===== config.mk =====
export PLATFORM = sky130hd
export DESIGN_NAME = shift_divider
export DESIGN_NICKNAME = d
export VERILOG_FILES = /design/src/rtl/div_pkg.sv /design/src/rtl/div_iter_counter.sv /design/src/rtl/shift_divider.sv
export SDC_FILE = /design/constraint.sdc
export NUM_CORES = 1
export LEC_CHECK = 0
export ABC_AREA = 1
export BUFFER_PORTS_ARGS = -buffer_cell sky130_fd_sc_hd__buf_2
export CAP_MARGIN = 10
export CORE_MARGIN = 2
export CORE_UTILIZATION = 60
export CTS_CLUSTER_DIAMETER = 60
export DETAILED_ROUTE_END_ITERATION = 16
export HOLD_SLACK_MARGIN = 0.15
export PLACE_DENSITY = 0.85
export SLEW_MARGIN = 10
export SYNTH_ARGS = -nofsm -noshare
export SYNTH_HDL_FRONTEND = slang
export SYNTH_SLANG_ARGS = --single-unit

===== constraint.sdc =====
create_clock -name clk -period 2.45 [get_ports clk]
set_input_delay 0.245 -clock clk [delete_from_list [all_inputs] [get_ports clk]]
set_output_delay 0.245 -clock clk [all_outputs]
set_load 0.01 [all_outputs]

===== src/rtl/div_pkg.sv =====
// div_pkg: shared FSM encoding and default width for the restoring shift divider.
`default_nettype none

package div_pkg;

  localparam int N_DEFAULT = 8;

  typedef enum logic [1:0] {
    ST_IDLE  = 2'd0,
    ST_CHECK = 2'd1,
    ST_SHIFT = 2'd2,
    ST_DONE  = 2'd3
  } state_t;

  // Width needed to hold an iteration count of n (0..n inclusive).
  function automatic int cnt_width(input int n);
    return $clog2(n + 1);
  endfunction

endpackage

`default_nettype wire


===== src/rtl/div_iter_counter.sv =====
// div_iter_counter: loadable iteration down-counter; last flags the step that brings it to zero.
`default_nettype none

module div_iter_counter #(
  parameter int W = 4
) (
  input  logic         clk,
  input  logic         rst_n,
  input  logic         load,
  input  logic [W-1:0] load_val,
  input  logic         dec,
  output logic         last
);

  logic [W-1:0] count;

  always_ff @(posedge clk or negedge rst_n) begin
    if (!rst_n) begin
      count <= '0;
    end else if (load) begin
      count <= load_val;
    end else if (dec && (count != '0)) begin
      count <= count - W'(1);
    end
  end

  assign last = (count == W'(1));

endmodule

`default_nettype wire


===== src/rtl/shift_divider.sv =====
// shift_divider: 2N/N unsigned restoring divider, one quotient bit per cycle.
// Optional divide-by-zero flag port dz is built when DIV_ZERO_FLAG_EN is defined.
`default_nettype none

module shift_divider
  import div_pkg::*;
#(
  parameter int N = N_DEFAULT
) (
  input  logic           clk,
  input  logic           rst_n,
  input  logic           start,
  input  logic [2*N-1:0] dividend,
  input  logic [N-1:0]   divisor,
  output logic [N-1:0]   quotient,
  output logic [N-1:0]   remainder,
  output logic           busy,
  output logic           done,
  output logic           ovf
`ifdef DIV_ZERO_FLAG_EN
  ,
  output logic           dz
`endif
);

  localparam int CW = cnt_width(N);

  state_t state, state_next;

  logic         load, check, step, finish, last;
  logic [N-1:0] a, q, b;
  logic         ovf_pend;
  logic         a_ge_b;
  logic [N:0]   partial;
  logic         fits;
  logic [N-1:0] trial;

  assign a_ge_b  = (a >= b);
  assign partial = {a, q[N-1]};
  assign fits    = (partial >= {1'b0, b});
  // a < b holds throughout, so the difference always fits in N bits when it is kept.
  assign trial   = partial[N-1:0] - b;

  always_ff @(posedge clk or negedge rst_n) begin
    if (!rst_n) begin
      state <= ST_IDLE;
    end else begin
      state <= state_next;
    end
  end

  always_comb begin
    state_next = state;
    case (state)
      ST_IDLE:  if (start)  state_next = ST_CHECK;
      ST_CHECK: state_next = a_ge_b ? ST_DONE : ST_SHIFT;
      ST_SHIFT: if (last)   state_next = ST_DONE;
      ST_DONE:  state_next = ST_IDLE;
      default:  state_next = ST_IDLE;
    endcase
  end

  always_comb begin
    busy   = 1'b0;
    load   = 1'b0;
    check  = 1'b0;
    step   = 1'b0;
    finish = 1'b0;
    case (state)
      ST_IDLE:  load = start;
      ST_CHECK: begin busy = 1'b1; check = 1'b1; end
      ST_SHIFT: begin busy = 1'b1; step = 1'b1; end
      ST_DONE:  begin busy = 1'b1; finish = 1'b1; end
      default:  busy = 1'b0;
    endcase
  end

  div_iter_counter #(
    .W(CW)
  ) u_iter (
    .clk      (clk),
    .rst_n    (rst_n),
    .load     (load),
    .load_val (CW'(N)),
    .dec      (step),
    .last     (last)
  );

`ifdef DIV_ZERO_FLAG_EN
  logic dz_pend;

  always_ff @(posedge clk or negedge rst_n) begin
    if (!rst_n) begin
      dz_pend <= 1'b0;
      dz      <= 1'b0;
    end else if (load) begin
      dz_pend <= 1'b0;
      dz      <= 1'b0;
    end else begin
      if (check)  dz_pend <= (b == '0);
      if (finish) dz      <= dz_pend;
    end
  end
`endif

  always_ff @(posedge clk or negedge rst_n) begin
    if (!rst_n) begin
      a         <= '0;
      q         <= '0;
      b         <= '0;
      ovf_pend  <= 1'b0;
      quotient  <= '0;
      remainder <= '0;
      ovf       <= 1'b0;
      done      <= 1'b0;
    end else begin
      done <= 1'b0;
      if (load) begin
        a        <= dividend[2*N-1:N];
        q        <= dividend[N-1:0];
        b        <= divisor;
        ovf_pend <= 1'b0;
        ovf      <= 1'b0;
      end
      if (check) begin
        ovf_pend <= a_ge_b;
      end
      if (step) begin
        a <= fits ? trial : partial[N-1:0];
        q <= {q[N-2:0], fits};
      end
      if (finish) begin
        done      <= 1'b1;
        ovf       <= ovf_pend;
        quotient  <= ovf_pend ? '1 : q;
        remainder <= ovf_pend ? '0 : a;
      end
    end
  end

endmodule

`default_nettype wire


==> results.sh <==
export IMPL_die_area_sq_um=5386
export IMPL_drtIter0Drc=153
export IMPL_ys_seq_area_frac=0.4244
export IMPL_via_per_inst=5.435
export IMPL_status="finished clean"
export IMPL_area_growth_pct=14.08
export IMPL_hold_class="in2reg"
export IMPL_antenna_found_initial=0
export IMPL_setup_tns_ns=0
export IMPL_avgSynthCellArea_sq_um=8.003
export IMPL_p_clk_frac=0.091
export IMPL_clkTransAtPathRegs_ns=0.09
export IMPL_setup_violations=0
export IMPL_insertion_delay_ns=0.30
export IMPL_vias=2549
export IMPL_rows=25
export IMPL_combPwrFrac=0.622
export IMPL_start_util=0.6157
export IMPL_end_kind="flip-flop"
export IMPL_drtAntennaViolNets=0
export IMPL_drt_first_pass_iters=4
export IMPL_power_switching_uw=2485
export IMPL_netlist_area_sq_um=2889
export IMPL_post_route_util=0.7024
export IMPL_track_usage=0.2538
export IMPL_arrival_ns=2.12
export IMPL_start_kind="flip-flop"
export IMPL_fin_crit_sh=0.7904
export IMPL_rsz0062_at_grt="false"
export IMPL_internal_power_uw=2571
export IMPL_core_sq_um=4692
export IMPL_maxCapViolCount=0
export IMPL_critPathKind="reg2reg"
export IMPL_swShare=0.4916
export IMPL_wl_per_cell_um=13.61
export IMPL_final_nets=465
export IMPL_ios=46
export IMPL_n_antenna_cell=0
export IMPL_cts_max_path_buffers=2
export IMPL_ys_types=35
export IMPL_grt_overflow_total=0
export IMPL_layout_commonest_cell="nand2_1"
export IMPL_cts_resized=0
export IMPL_total_leakage_power_uw=0.001695
export IMPL_ys_ff_latch=49
export IMPL_synthFlopType="dfrtp_1"
export IMPL_numPortBuffers=45
export IMPL_async_flop_share=1.000
export IMPL_die_w_um=73.39
export IMPL_period_needed_ns=1.936
export IMPL_clock_sinks=49
export IMPL_maxSlewViolCount=0
export IMPL_relSlewSlack=0.6964
export IMPL_gp_congestion=0.9447
export IMPL_power_density_nw_per_um2=1534
export IMPL_hold_violations=0
export IMPL_drcViolationCount=0
export IMPL_synth_edff_count=0
export IMPL_mostFrequentLayoutCells="85 x nand2_1, 50 x inv_1, 49 x dfrtp_1"
export IMPL_syn_nets=412
export IMPL_cp_required_ns=2.63
export IMPL_yosysWarnings=0
export IMPL_hpwl_um=4964
export IMPL_die_h_um=73.39
export IMPL_peakVddDrop_mv=0.7214
export IMPL_cts_root_buffer="clkbuf_8"
export IMPL_wirelength_um=6383
export IMPL_grt_pass1_wl_um=10640
export IMPL_syn_inst=361
export IMPL_worstMarginPinSlew_ns=0.4548
export IMPL_cp_max_fo=19
export IMPL_cts_tree="yes"
export IMPL_htree_levels=2
export IMPL_drive_above_1_share=0.1711
export IMPL_numCtsBuffers=5
export IMPL_fmax_mhz=516.4
export IMPL_skew_ns=0.002282
export IMPL_p_seq_frac=0.287
export IMPL_grt_pass1_vias=2390
export IMPL_grt_start_max_net_pins=26
timing repair:
action | in CTS | in global routing
hold buffers | 4 | 0
buffers inserted | 0 | 0
endpoints found under the hold margin | 52 | 0
setup endpoints to repair | 0 | 0
per-layer routing:
layer | wire length (um) | global-route usage | vias to the layer above
li1 | - | - | 1279
met1 | 2886 | 0.3451 | 1181
met2 | 3045 | 0.4114 | 81
met3 | 380 | 0.05624 | 8
met4 | 71 | 0.06869 | 0
met5 | 0 | 0 | -
metrics by stage:
stage	std cells	hold slack, ns	total power [uW]	instance area [sq um]	worst slack [ns]
after global routing	469	0.1819	5613	3296	0.3102
final	469	0.1553	5056	3296	0.5135
after global placement	457	0.05546	4452	3172	0.5484
after floorplan	361	-0.05059	3803	2889	0.8091
after CTS	469	0.1531	5060	3296	0.4952
after detailed placement	457	0.05629	4567	3172	0.5127
synth_stat cells (3+ instances only):
master    count  area share
o211ai_1      4       0.010
nand4_1       3      0.0065
ha_1         23        0.10
a21oi_1      21       0.036
nand2_1      85        0.11
nand3_1      26       0.045
nor2_2        3      0.0065
inv_1        50       0.065
buf_4         3      0.0078
dfrtp_1      49        0.42
inv_2         3      0.0039
nor2_1       28       0.036
o21ai_0      31       0.054
power groups by stage:
stage / logic, uW / clock network, uW / registers (uW)
floorplan: 2340 / 0 / 1460
global placement: 3010 / 0 / 1440
detailed placement: 3100 / 0 / 1460
CTS: 3140 / 470 / 1450
global route: 3620 / 503 / 1490
finish: 3140 / 463 / 1450
registers in the layout, indices dropped and copies added, names as in the netlist:
name	cells
a	8
q	8
b	8
quotient	8
state	2
ovf	1
remainder	8
done	1
ovf_pend	1
u_iter.count	4
worst max-delay path, cell delays in order, from the launching register on:
cell,delay [ns]
dfrtp_1,0.42
inv_1,0.10
ha_1,0.22
nand2_2,0.27
inv_2,0.22
nor2_4,0.21
inv_2,0.15
o211ai_1,0.11
o21ai_0,0.11
kinds of logic after synthesis:
family,count (synthesis),share of synthesized area
flops,49,0.4244
fa+ha+maj,24,0.1065
xor+xnor,3,0.009097
simple gates,157,0.2451
compound gates,68,0.1321
buf+inv,60,0.08272
cell type report:
cell class                      count  area (sq um)
Inverter                           53         198.9
Clock buffer                        7         76.32
Timing Repair Buffer               53         295.3
Multi-Input combinational cell    252          1424
Clock inverter                      1         7.507
Fill cell                         388          1396
Sequential cell                    49          1226
Tap cell                           54         67.56
worst paths after layout:
kind / depth (start not counted) / slack, ns / end / start
min in group asynchronous: 2 / 0.27 / remainder[7]$_DFFE_PN0P_ / rst_n
max in group asynchronous: 3 / 1.66 / a[6]$_DFFE_PN0P_ / rst_n
max reg2reg: 8 / 0.51 / q[5]$_DFFE_PN0P_ / state[0]$_DFFE_PN0P_
max: 8 / 0.51 / q[5]$_DFFE_PN0P_ / state[0]$_DFFE_PN0P_
min: 3 / 0.16 / b[7]$_DFFE_PN0P_ / divisor[7]
min reg2reg: 2 / 0.48 / remainder[3]$_DFFE_PN0P_ / remainder[3]$_DFFE_PN0P_
Power figures use the tool's default switching activity.
